==> src/rtl/fetch_pkg.sv <==
// Shared pipeline definitions for the instruction fetch stage.
// Holds the bubble encoding, the default reset PC and the fetch FSM states.
package fetch_pkg;

  localparam logic [31:0] NOP_INSN     = 32'h0000_0000;
  localparam logic [31:0] RESET_PC_DEF = 32'h0000_0000;

  typedef enum logic [1:0] {
    S_FETCH = 2'd0,
    S_HOLD  = 2'd1,
    S_DROP  = 2'd2
  } fetch_state_e;

endpackage

==> src/rtl/fetch_if.sv <==
// Instruction-memory request/acknowledge bus.
// The fetch stage is the master; the memory is the slave.
interface fetch_if;

  logic        imem_req;
  logic [31:0] imem_addr;
  logic        imem_ack;
  logic [31:0] imem_rdata;

  modport master (
    output imem_req,
    output imem_addr,
    input  imem_ack,
    input  imem_rdata
  );

  modport slave (
    input  imem_req,
    input  imem_addr,
    output imem_ack,
    output imem_rdata
  );

endinterface

==> src/rtl/fetch_if_id_reg.sv <==
// IF/ID output register: load a new instruction, hold it, or flush to a bubble.
// A flush keeps NPC so the bubble still carries the last known sequential address.
module if_id_reg
  import fetch_pkg::*;
#(
  parameter logic [31:0] NOP = NOP_INSN
) (
  input  logic        clk,
  input  logic        rst,
  input  logic        load,
  input  logic        flush,
  input  logic [31:0] ir_in,
  input  logic [31:0] npc_in,
  output logic [31:0] ir_o,
  output logic [31:0] npc_o,
  output logic        valid_o
);

  logic [31:0] ir_d, ir_q;
  logic [31:0] npc_d, npc_q;
  logic        valid_d, valid_q;

  // Next register contents: flush wins over load, otherwise hold.
  always_comb begin
    ir_d    = ir_q;
    npc_d   = npc_q;
    valid_d = valid_q;
    if (flush) begin
      ir_d    = NOP;
      valid_d = 1'b0;
    end else if (load) begin
      ir_d    = ir_in;
      npc_d   = npc_in;
      valid_d = 1'b1;
    end
  end

  // Register state with asynchronous reset to an empty bubble.
  always_ff @(posedge clk or posedge rst) begin
    if (rst) begin
      ir_q    <= NOP;
      npc_q   <= 32'h0000_0000;
      valid_q <= 1'b0;
    end else begin
      ir_q    <= ir_d;
      npc_q   <= npc_d;
      valid_q <= valid_d;
    end
  end

  assign ir_o    = ir_q;
  assign npc_o   = npc_q;
  assign valid_o = valid_q;

endmodule

==> src/rtl/fetch.sv <==
// Instruction fetch stage: pc, one-entry stall buffer and request FSM.
// Bus outputs come only from registers; rdata/stall reach outputs via flops.
module fetch
  import fetch_pkg::*;
#(
  parameter logic [31:0] RESET_PC = RESET_PC_DEF,
  parameter logic [31:0] NOP      = NOP_INSN
) (
  input  logic        clk,
  input  logic        rst,
  fetch_if.master     imem,
  input  logic        stall,
  input  logic        redirect,
  input  logic [31:0] redirect_pc,
  output logic [31:0] NPC_if,
  output logic [31:0] IR_if,
  output logic        valid_if
);

  fetch_state_e state_d, state_q;
  logic [31:0]  pc_d, pc_q;
  logic [31:0]  buf_ir_d, buf_ir_q;
  logic [31:0]  buf_npc_d, buf_npc_q;
  logic [31:0]  drop_addr_d, drop_addr_q;
  logic         req_en_d, req_en_q;

  logic         ack;
  logic         load, flush;
  logic [31:0]  ld_ir, ld_npc;
  logic [31:0]  pc_inc, redir_pc;

  assign pc_inc   = pc_q + 32'd4;
  assign redir_pc = redirect_pc & ~32'h3;

  // Bus drive: no request in HOLD or in the first cycle after reset.
  always_comb begin
    imem.imem_req  = req_en_q && (state_q != S_HOLD);
    imem.imem_addr = (state_q == S_DROP) ? drop_addr_q : pc_q;
  end

  // An ack only counts against a request we actually issued.
  assign ack = imem.imem_ack && imem.imem_req;

  // Next-state, pc, buffer and IF/ID control.
  always_comb begin
    state_d     = state_q;
    pc_d        = pc_q;
    buf_ir_d    = buf_ir_q;
    buf_npc_d   = buf_npc_q;
    drop_addr_d = drop_addr_q;
    req_en_d    = 1'b1;
    load        = 1'b0;
    flush       = 1'b0;
    ld_ir       = imem.imem_rdata;
    ld_npc      = pc_inc;
    if (redirect) begin
      pc_d  = redir_pc;
      flush = 1'b1;
      unique case (state_q)
        S_FETCH: begin
          if (imem.imem_req && !ack) begin
            state_d     = S_DROP;
            drop_addr_d = pc_q;
          end
        end
        S_DROP:  state_d = ack ? S_FETCH : S_DROP;
        default: state_d = S_FETCH;
      endcase
    end else begin
      unique case (state_q)
        S_FETCH: begin
          if (ack) begin
            pc_d = pc_inc;
            if (stall) begin
              buf_ir_d  = imem.imem_rdata;
              buf_npc_d = pc_inc;
              state_d   = S_HOLD;
            end else begin
              load = 1'b1;
            end
          end else if (!stall) begin
            flush = 1'b1;
          end
        end
        S_HOLD: begin
          if (!stall) begin
            load    = 1'b1;
            ld_ir   = buf_ir_q;
            ld_npc  = buf_npc_q;
            state_d = S_FETCH;
          end
        end
        default: begin
          if (ack) state_d = S_FETCH;
          if (!stall) flush = 1'b1;
        end
      endcase
    end
  end

  // State registers; reset abandons any outstanding request.
  always_ff @(posedge clk or posedge rst) begin
    if (rst) begin
      state_q     <= S_FETCH;
      pc_q        <= RESET_PC;
      buf_ir_q    <= NOP;
      buf_npc_q   <= 32'h0000_0000;
      drop_addr_q <= 32'h0000_0000;
      req_en_q    <= 1'b0;
    end else begin
      state_q     <= state_d;
      pc_q        <= pc_d;
      buf_ir_q    <= buf_ir_d;
      buf_npc_q   <= buf_npc_d;
      drop_addr_q <= drop_addr_d;
      req_en_q    <= req_en_d;
    end
  end

  if_id_reg #(.NOP(NOP)) u_if_id (
    .clk     (clk),
    .rst     (rst),
    .load    (load),
    .flush   (flush),
    .ir_in   (ld_ir),
    .npc_in  (ld_npc),
    .ir_o    (IR_if),
    .npc_o   (NPC_if),
    .valid_o (valid_if)
  );

endmodule

==> src/flat_wrapper.sv <==
// flat-port wrapper written by rule: the top's interface ports become plain ports
module fetch_flat import fetch_pkg::*;
#(
  parameter logic [31:0] RESET_PC = RESET_PC_DEF,
  parameter logic [31:0] NOP      = NOP_INSN
)
  (clk, rst, stall, redirect, redirect_pc, NPC_if, IR_if, valid_if, imem_imem_req, imem_imem_addr, imem_imem_ack, imem_imem_rdata);
  fetch_if imem_i ();
  input  logic clk;
  input  logic rst;
  input  logic stall;
  input  logic redirect;
  input  logic [31:0] redirect_pc;
  output logic [31:0] NPC_if;
  output logic [31:0] IR_if;
  output logic valid_if;
  output wire logic [$bits(imem_i.imem_req)-1:0] imem_imem_req;
  output wire logic [$bits(imem_i.imem_addr)-1:0] imem_imem_addr;
  input wire logic [$bits(imem_i.imem_ack)-1:0] imem_imem_ack;
  input wire logic [$bits(imem_i.imem_rdata)-1:0] imem_imem_rdata;
  assign imem_imem_req = imem_i.imem_req;
  assign imem_imem_addr = imem_i.imem_addr;
  assign imem_i.imem_ack = imem_imem_ack;
  assign imem_i.imem_rdata = imem_imem_rdata;
  fetch #(.RESET_PC(RESET_PC), .NOP(NOP)) u_core (.clk(clk), .rst(rst), .imem(imem_i), .stall(stall), .redirect(redirect), .redirect_pc(redirect_pc), .NPC_if(NPC_if), .IR_if(IR_if), .valid_if(valid_if));
endmodule
==> config.mk <==
export PLATFORM = sky130hd
export DESIGN_NAME = fetch_flat
export DESIGN_NICKNAME = d
export VERILOG_FILES = /design/src/rtl/fetch_pkg.sv /design/src/rtl/fetch_if.sv /design/src/rtl/fetch_if_id_reg.sv /design/src/rtl/fetch.sv /design/src/flat_wrapper.sv
export SDC_FILE = /design/constraint.sdc
export NUM_CORES = 1
export LEC_CHECK = 0
export ABC_AREA = 1
export CORE_ASPECT_RATIO = 0.75
export CORE_MARGIN = 4
export CORE_UTILIZATION = 40
export CTS_BUF_LIST = sky130_fd_sc_hd__clkbuf_8
export CTS_CLUSTER_SIZE = 20
export DETAILED_ROUTE_END_ITERATION = 16
export GPL_TIMING_DRIVEN = 0
export HOLD_SLACK_MARGIN = 0.06
export SYNTH_ARGS = -nofsm -noshare
export SYNTH_HDL_FRONTEND = slang
export SYNTH_SLANG_ARGS = --single-unit
==> constraint.sdc <==
create_clock -name clk -period 7.3 [get_ports clk]
set_input_delay 1.46 -clock clk [delete_from_list [all_inputs] [get_ports clk]]
set_output_delay 1.46 -clock clk [all_outputs]
set_load 0.005 [all_outputs]
After elaboration in Yosys (flattened, before gate mapping)
Index checks and enable logic that the tools add are counted.
{ "totals": {"out_inout_bits": 98, "register_bits": 196, "elab_cells": 63, "input_bits": 69} }
{ "classes": {"eq_ne": 7, "n_reduce_logical": 14, "n_bitwise": 2, "muxes": 30, "n_addsub": 1} }
{ "op_table": {"columns": ["cell", "count"], "rows": [
  ["two-way mux 32 bit", 12],
  ["adder 32 x 3 -> 32 bit (second input constant)", 1],
  ["two-way mux 2 bit", 7],
  ["case mux 2 bit (2 select lines)", 2],
  ["two-way mux 1 bit", 7],
  ["!= test 3 x 2 -> 1 bit (second input constant)", 2],
  ["!= test 3 bit (second input constant)", 2],
  ["AND reduction 3 bit", 2],
  ["nonzero test 2 bit", 3],
  ["AND reduction 5 bit", 1],
  ["case mux 1 bit (2 select lines)", 2],
  ["AND reduction 2 bit", 2],
  ["logical AND 1 bit", 3],
  ["nonzero test 3 bit", 1],
  ["== test 2 x 1 -> 1 bit (second input constant)", 1],
  ["== test 2 bit (second input constant)", 1],
  ["zero test 2 bit", 1],
  ["!= test 2 x 1 -> 1 bit (second input constant)", 1],
  ["inverter 1 bit", 2],
  ["zero test 1 bit", 1]
]} }

Depth between registers and ports, before layout
{ "depth": {"depth_word": 8, "mapped_depth": 10, "depth_no_buf": 10} }

Hierarchy
A second synthesis with hierarchy kept.
{ "hier_totals": {"hier_cells": 1344, "area_unflattened_um2": 9958.3} }
{ "modules_own_cells": {"columns": ["mod", "cells_each", "seq_area_each_um2", "instances", "area_each_um2"], "rows": [
  ["fetch", 1061, 3178.0, 1, 7409.6],
  ["if_id_reg", 283, 1626.6, 1, 2548.7]
]} }

Worst setup path before layout
OpenSTA, ideal clock, no wires.
{ "synth_timing": {"kind": "in2reg", "start": "input port redirect", "end": "register u_core.buf_npc_q[18]", "path_slack_ns": 4.697, "required_time_ns": 7.183, "n_path_buf": 2, "t_arrival_ns": 2.486, "stages": 8, "setup_time_ns": 0.117, "path_cell_list": "buf_2 nor2_1 inv_1 nor2_2 inv_1 clkbuf_1 nand2_1 nand2_1"} }
{ "synth_between": {"elab_chain_cells": 2} }
{ "synth_rtl": {"columns": ["item", "line_no", "rtl"], "rows": [
  ["from (decl)", "flat_wrapper.sv:12", "input logic redirect;"],
  ["inverter 1 bit (no source line)", null, null],
  ["AND reduction 3 bit (no source line)", null, null],
  ["to (signal assigned)", "fetch.sv:114", "buf_npc_q <= buf_npc_d;"],
  ["to (decl)", "fetch.sv:23", "logic [31:0] buf_npc_d, buf_npc_q;"]
]} }
Every way passes these cells.
A chain may end at the register's enable or synchronous reset.

Worst setup path in the final report
{ "layout_timing": {"start": "register u_core.state_q[0]", "end": "output port imem_imem_addr[14]"} }
{ "layout_between": {"elab_chain_cells": 2} }
{ "layout_rtl": {"columns": ["item", "line_no", "rtl"], "rows": [
  ["from (decl)", "fetch.sv:20", "fetch_state_e state_d, state_q;"],
  ["from (signal assigned)", "fetch.sv:111", "state_q <= state_d;"],
  ["== test 2 bit", "fetch.sv:38", "imem.imem_addr = (state_q == S_DROP) ? drop_addr_q : pc_q;"],
  ["two-way mux 32 bit", "fetch.sv:38", null],
  ["to (decl)", "flat_wrapper.sv:18", "output wire logic [$bits(imem_i.imem_addr)-1:0] imem_imem_addr;"]
]} }
Every way passes these cells.

==> impl_metrics.py <==
metrics = {
    "synth": {
        "synthAdderAreaFrac_pct": 0.131,
        "synth.avg_cell_area_um2": 7.61,
        "synth_most_common_cell": "nand2_1",
        "synth-seq-cells": 192,
        "synth.area.mux_share_pct": 0.105,
        "ys_async_sr_fraction_pct": 100,
        "synth_edf_count": 0,
        "netlist.top_cell.by_area": "dfrtp_1",
        "syn_inst": 1253,
        "ys.flop_type": "dfrtp_1",
        "synthXorXnorAreaFrac_pct": 1.38,
        "synth_simple_gate_area_share_pct": 25.9,
        "yosys_warnings": 0,
        "yosys-top-cells-count": "nand2_1, dfrtp_1, o21ai_0",
        "yosys-top-cells-area": "dfrtp_1, nand2_1, o21ai_0",
        "ys_seq_area_share_pct": 50.4,
        "synth.cell_area_um2": 9530,
        "synth_compound_area_share_pct": 14.1,
        "synth_top_area_share_pct": 50.4,
        "yosys.cell_types.count": 38,
        "synth_top_family_by_area": "simple AND/OR/NAND/NOR gates",
    },
    "finish": {
        "fin_util_pct": 51.4,
        "design_area_um2": 11900,
        "syn_to_final_growth_pct": 25.3,
        "final_nets": 1505,
        "fillCellCount": 2271,
        "drive_gt1_share_pct": 6.56,
    },
    "sta": {
        "rsz0062_at_grt": "no",
        "max_freq_ghz": 0.243,
        "fin_crit_ps": 4120,
        "worst_pin_slew_ps": 664,
        "finalMaxSlewViolations": 0,
        "setup_viol": 0,
        "hold_viol_final": 0,
        "min_period_over_period_pct": 56.4,
        "max-slew-margin-rel_pct": 55.8,
        "fin_skew_ps": 19.2,
    },
    "job": {
        "max_cap_viol_count": 0,
    },
    "power": {
        "leakage_nw": 5.57,
        "finalPower_mw": 3.42,
        "p_per_area_nw_per_um2": 287,
        "ir_drop_uv": 139,
    },
    "floorplanning": {
        "fp.dieW_um": 186,
        "boundaryPins": 167,
        "rows": 48,
        "start_util_pct": 41.0,
        "core_um2": 23200,
        "die_area_um2": 26400,
        "die_h_um": 142,
    },
    "clock_network": {
        "insertion_delay_ps": 480,
        "cts_tree": "yes",
        "cts_made_buffers": 17,
        "clk_pin_slew_ps": 110,
        "ctsHoldBuffers": 0,
        "cts.sinks": 192,
        "cts_resized": 0,
        "ctsRootBufferMaster": "clkbuf_8",
        "cts_max_level": 4,
        "cts_setup_buffers": 0,
        "ctsLongestPathBuffers": 2,
    },
    "route": {
        "drt-total-wl_um": 29100,
        "drc": 0,
        "drt-wirelength-per-cell_um": 16.6,
        "antenna_left": 0,
        "drt_pass1_iterations": 5,
        "via_count": 8733,
        "avgViaCountPerCell": 4.99,
        "drtIter0Drc": 852,
    },
    "worst_setup_path": {
        "required_ps": 5840,
        "cp_max_fo": 10,
        "cp_cell_sequence": "clkbuf_2 > inv_1 > nand2_1 > clkbuf_1 > nand2_1 > o21ai_0 > clkdlybuf4s50_1",
        "critPathLaunchType": "flip-flop",
        "path_delay_family": "buffers and inverters",
        "cp_slowest_cell": "clkdlybuf4s50_1",
        "cpPeakStageDelay_ps": 570,
        "cp_common_cell": "nand2_1",
        "path_class": "flip-flop to output pin",
        "cp.arrival_ps": 2660,
        "cp-end-kind": "output pin",
        "crit_buf_inv": 4,
    },
    "global_route": {
        "overflow": 0,
        "grt_usage_pct": 22.1,
        "antenna_found_initial": 2,
        "grt_start_max_net_pins": 114,
        "grt_pass1_vias": 8005,
        "grt_pass1_wl_um": 45400,
    },
    "outcome": {
        "status": "completed",
    },
    "placement": {
        "portBuffers": 161,
        "postPlaceCellArea_um2": 11600,
        "gp_congestion": 0.905,
        "hpwl_um": 21300,
    },
    "hold_path": {
        "hp-class": "flip-flop to flip-flop",
    },
}
-- stage by stage --
| stage | instances | setup WS, ps | setup TNS [ps] | hold WS [ps] |
|---|---|---|---|---|
| floorplan | 1254 | 613 | 0 | 441 |
| global placement | 1715 | -2350 | -448710 | 457 |
| detailed placement | 1716 | 3650 | 0 | 458 |
| CTS | 1748 | 3210 | 0 | 486 |
| global route | 1749 | 3020 | 0 | 510 |
| finish | 1749 | 3180 | 0 | 483 |
-- placed cells by master, fill, tap and decap left out, types with 4 or more instances in the layout --
| cell | instances |
|---|---|
| a21oi_1 | 48 |
| clkbuf_2 | 4 |
| buf_2 | 27 |
| nand3_1 | 32 |
| o31ai_1 | 32 |
| nor2_2 | 4 |
| xor2_1 | 11 |
| clkbuf_8 | 17 |
| inv_8 | 8 |
| clkdlybuf4s50_1 | 161 |
| o21ai_0 | 138 |
| xnor2_1 | 4 |
| clkbuf_1 | 23 |
| nor2_1 | 131 |
| inv_1 | 102 |
| o211ai_1 | 15 |
| o21ai_1 | 5 |
| dfrtp_1 | 192 |
| inv_2 | 6 |
| nand2_1 | 443 |
| buf_4 | 9 |
-- logic make-up (layout without fill, tap and decap cells) --
kind of cell,Yosys count,in the layout
simple gates,623,623
compound gates,243,243
flops,192,192
buf+inv,176,370
xor+xnor,15,15
other cells,2,4
fa+ha+maj,1,1
mux,1,1
-- final timing paths --
path                                                startpoint                                    to  slack (ps)  depth (start not counted)
max in group asynchronous                                  rst           u_core.pc_q[25]$_DFFE_PP0P_        4870                          3
min in group asynchronous                                  rst   u_core.u_if_id.ir_o[14]$_DFFE_PP0P_        1440                          2
worst max-delay path             u_core.state_q[0]$_DFFE_PP0P_                    imem_imem_addr[14]        3180                          7
worst min register to register  u_core.buf_ir_q[6]$_DFFE_PP0P_        u_core.buf_ir_q[6]$_DFFE_PP0P_         480                          2
worst min-delay path            u_core.buf_ir_q[6]$_DFFE_PP0P_        u_core.buf_ir_q[6]$_DFFE_PP0P_         480                          2
worst max register to register      u_core.pc_q[2]$_DFFE_PP0P_  u_core.u_if_id.npc_o[14]$_DFFE_PP0P_        5170                          8
-- worst min-delay path: stages, from the launching register on --
cell and delay, ps:
dfrtp_1 360, nand2_1 50, nand2_1 50
-- state kept, by name (all words and copies together) (netlist names) --
signal	cells
u_core.buf_ir_q	32
u_core.buf_npc_q	32
u_core.u_if_id.ir_o	32
u_core.u_if_id.npc_o	32
u_core.drop_addr_q	30
u_core.pc_q	30
u_core.state_q	2
u_core.req_en_q	1
u_core.u_if_id.valid_o	1
-- per-layer routing --
metal / vias to the layer above / GRT usage, % / part of all wire, %
met4: 2 / 4.10 / 0.95
met5: - / 0 / 0.069
met1: 4144 / 36.3 / 52
met2: 238 / 29.7 / 41
met3: 21 / 4.54 / 6.7
li1: 4328 / - / -
-- report_power, final --
group | switching, mW | total [mW] | internal (mW)
clock | 0.441 | 0.696 | 0.254
combinational | 0.578 | 1.12 | 0.538
sequential | 0.192 | 1.61 | 1.42
total | 1.21 | 3.42 | 2.21
-- cell type report --
cell class              instances  area (um2)  area share [%]
diodes                          1        2.50          0.0210
plain buffers                  67         347            2.90
clock buffers                  17         234            1.96
clock inverters                15         148            1.24
inverters                     109         417            3.49
multi-input cells             886        3980            33.3
flip-flops and latches        192        4800            40.2
well taps                     300         375            3.14
repair buffers                162        1640            13.7
(Power assumes the default switching activity.)
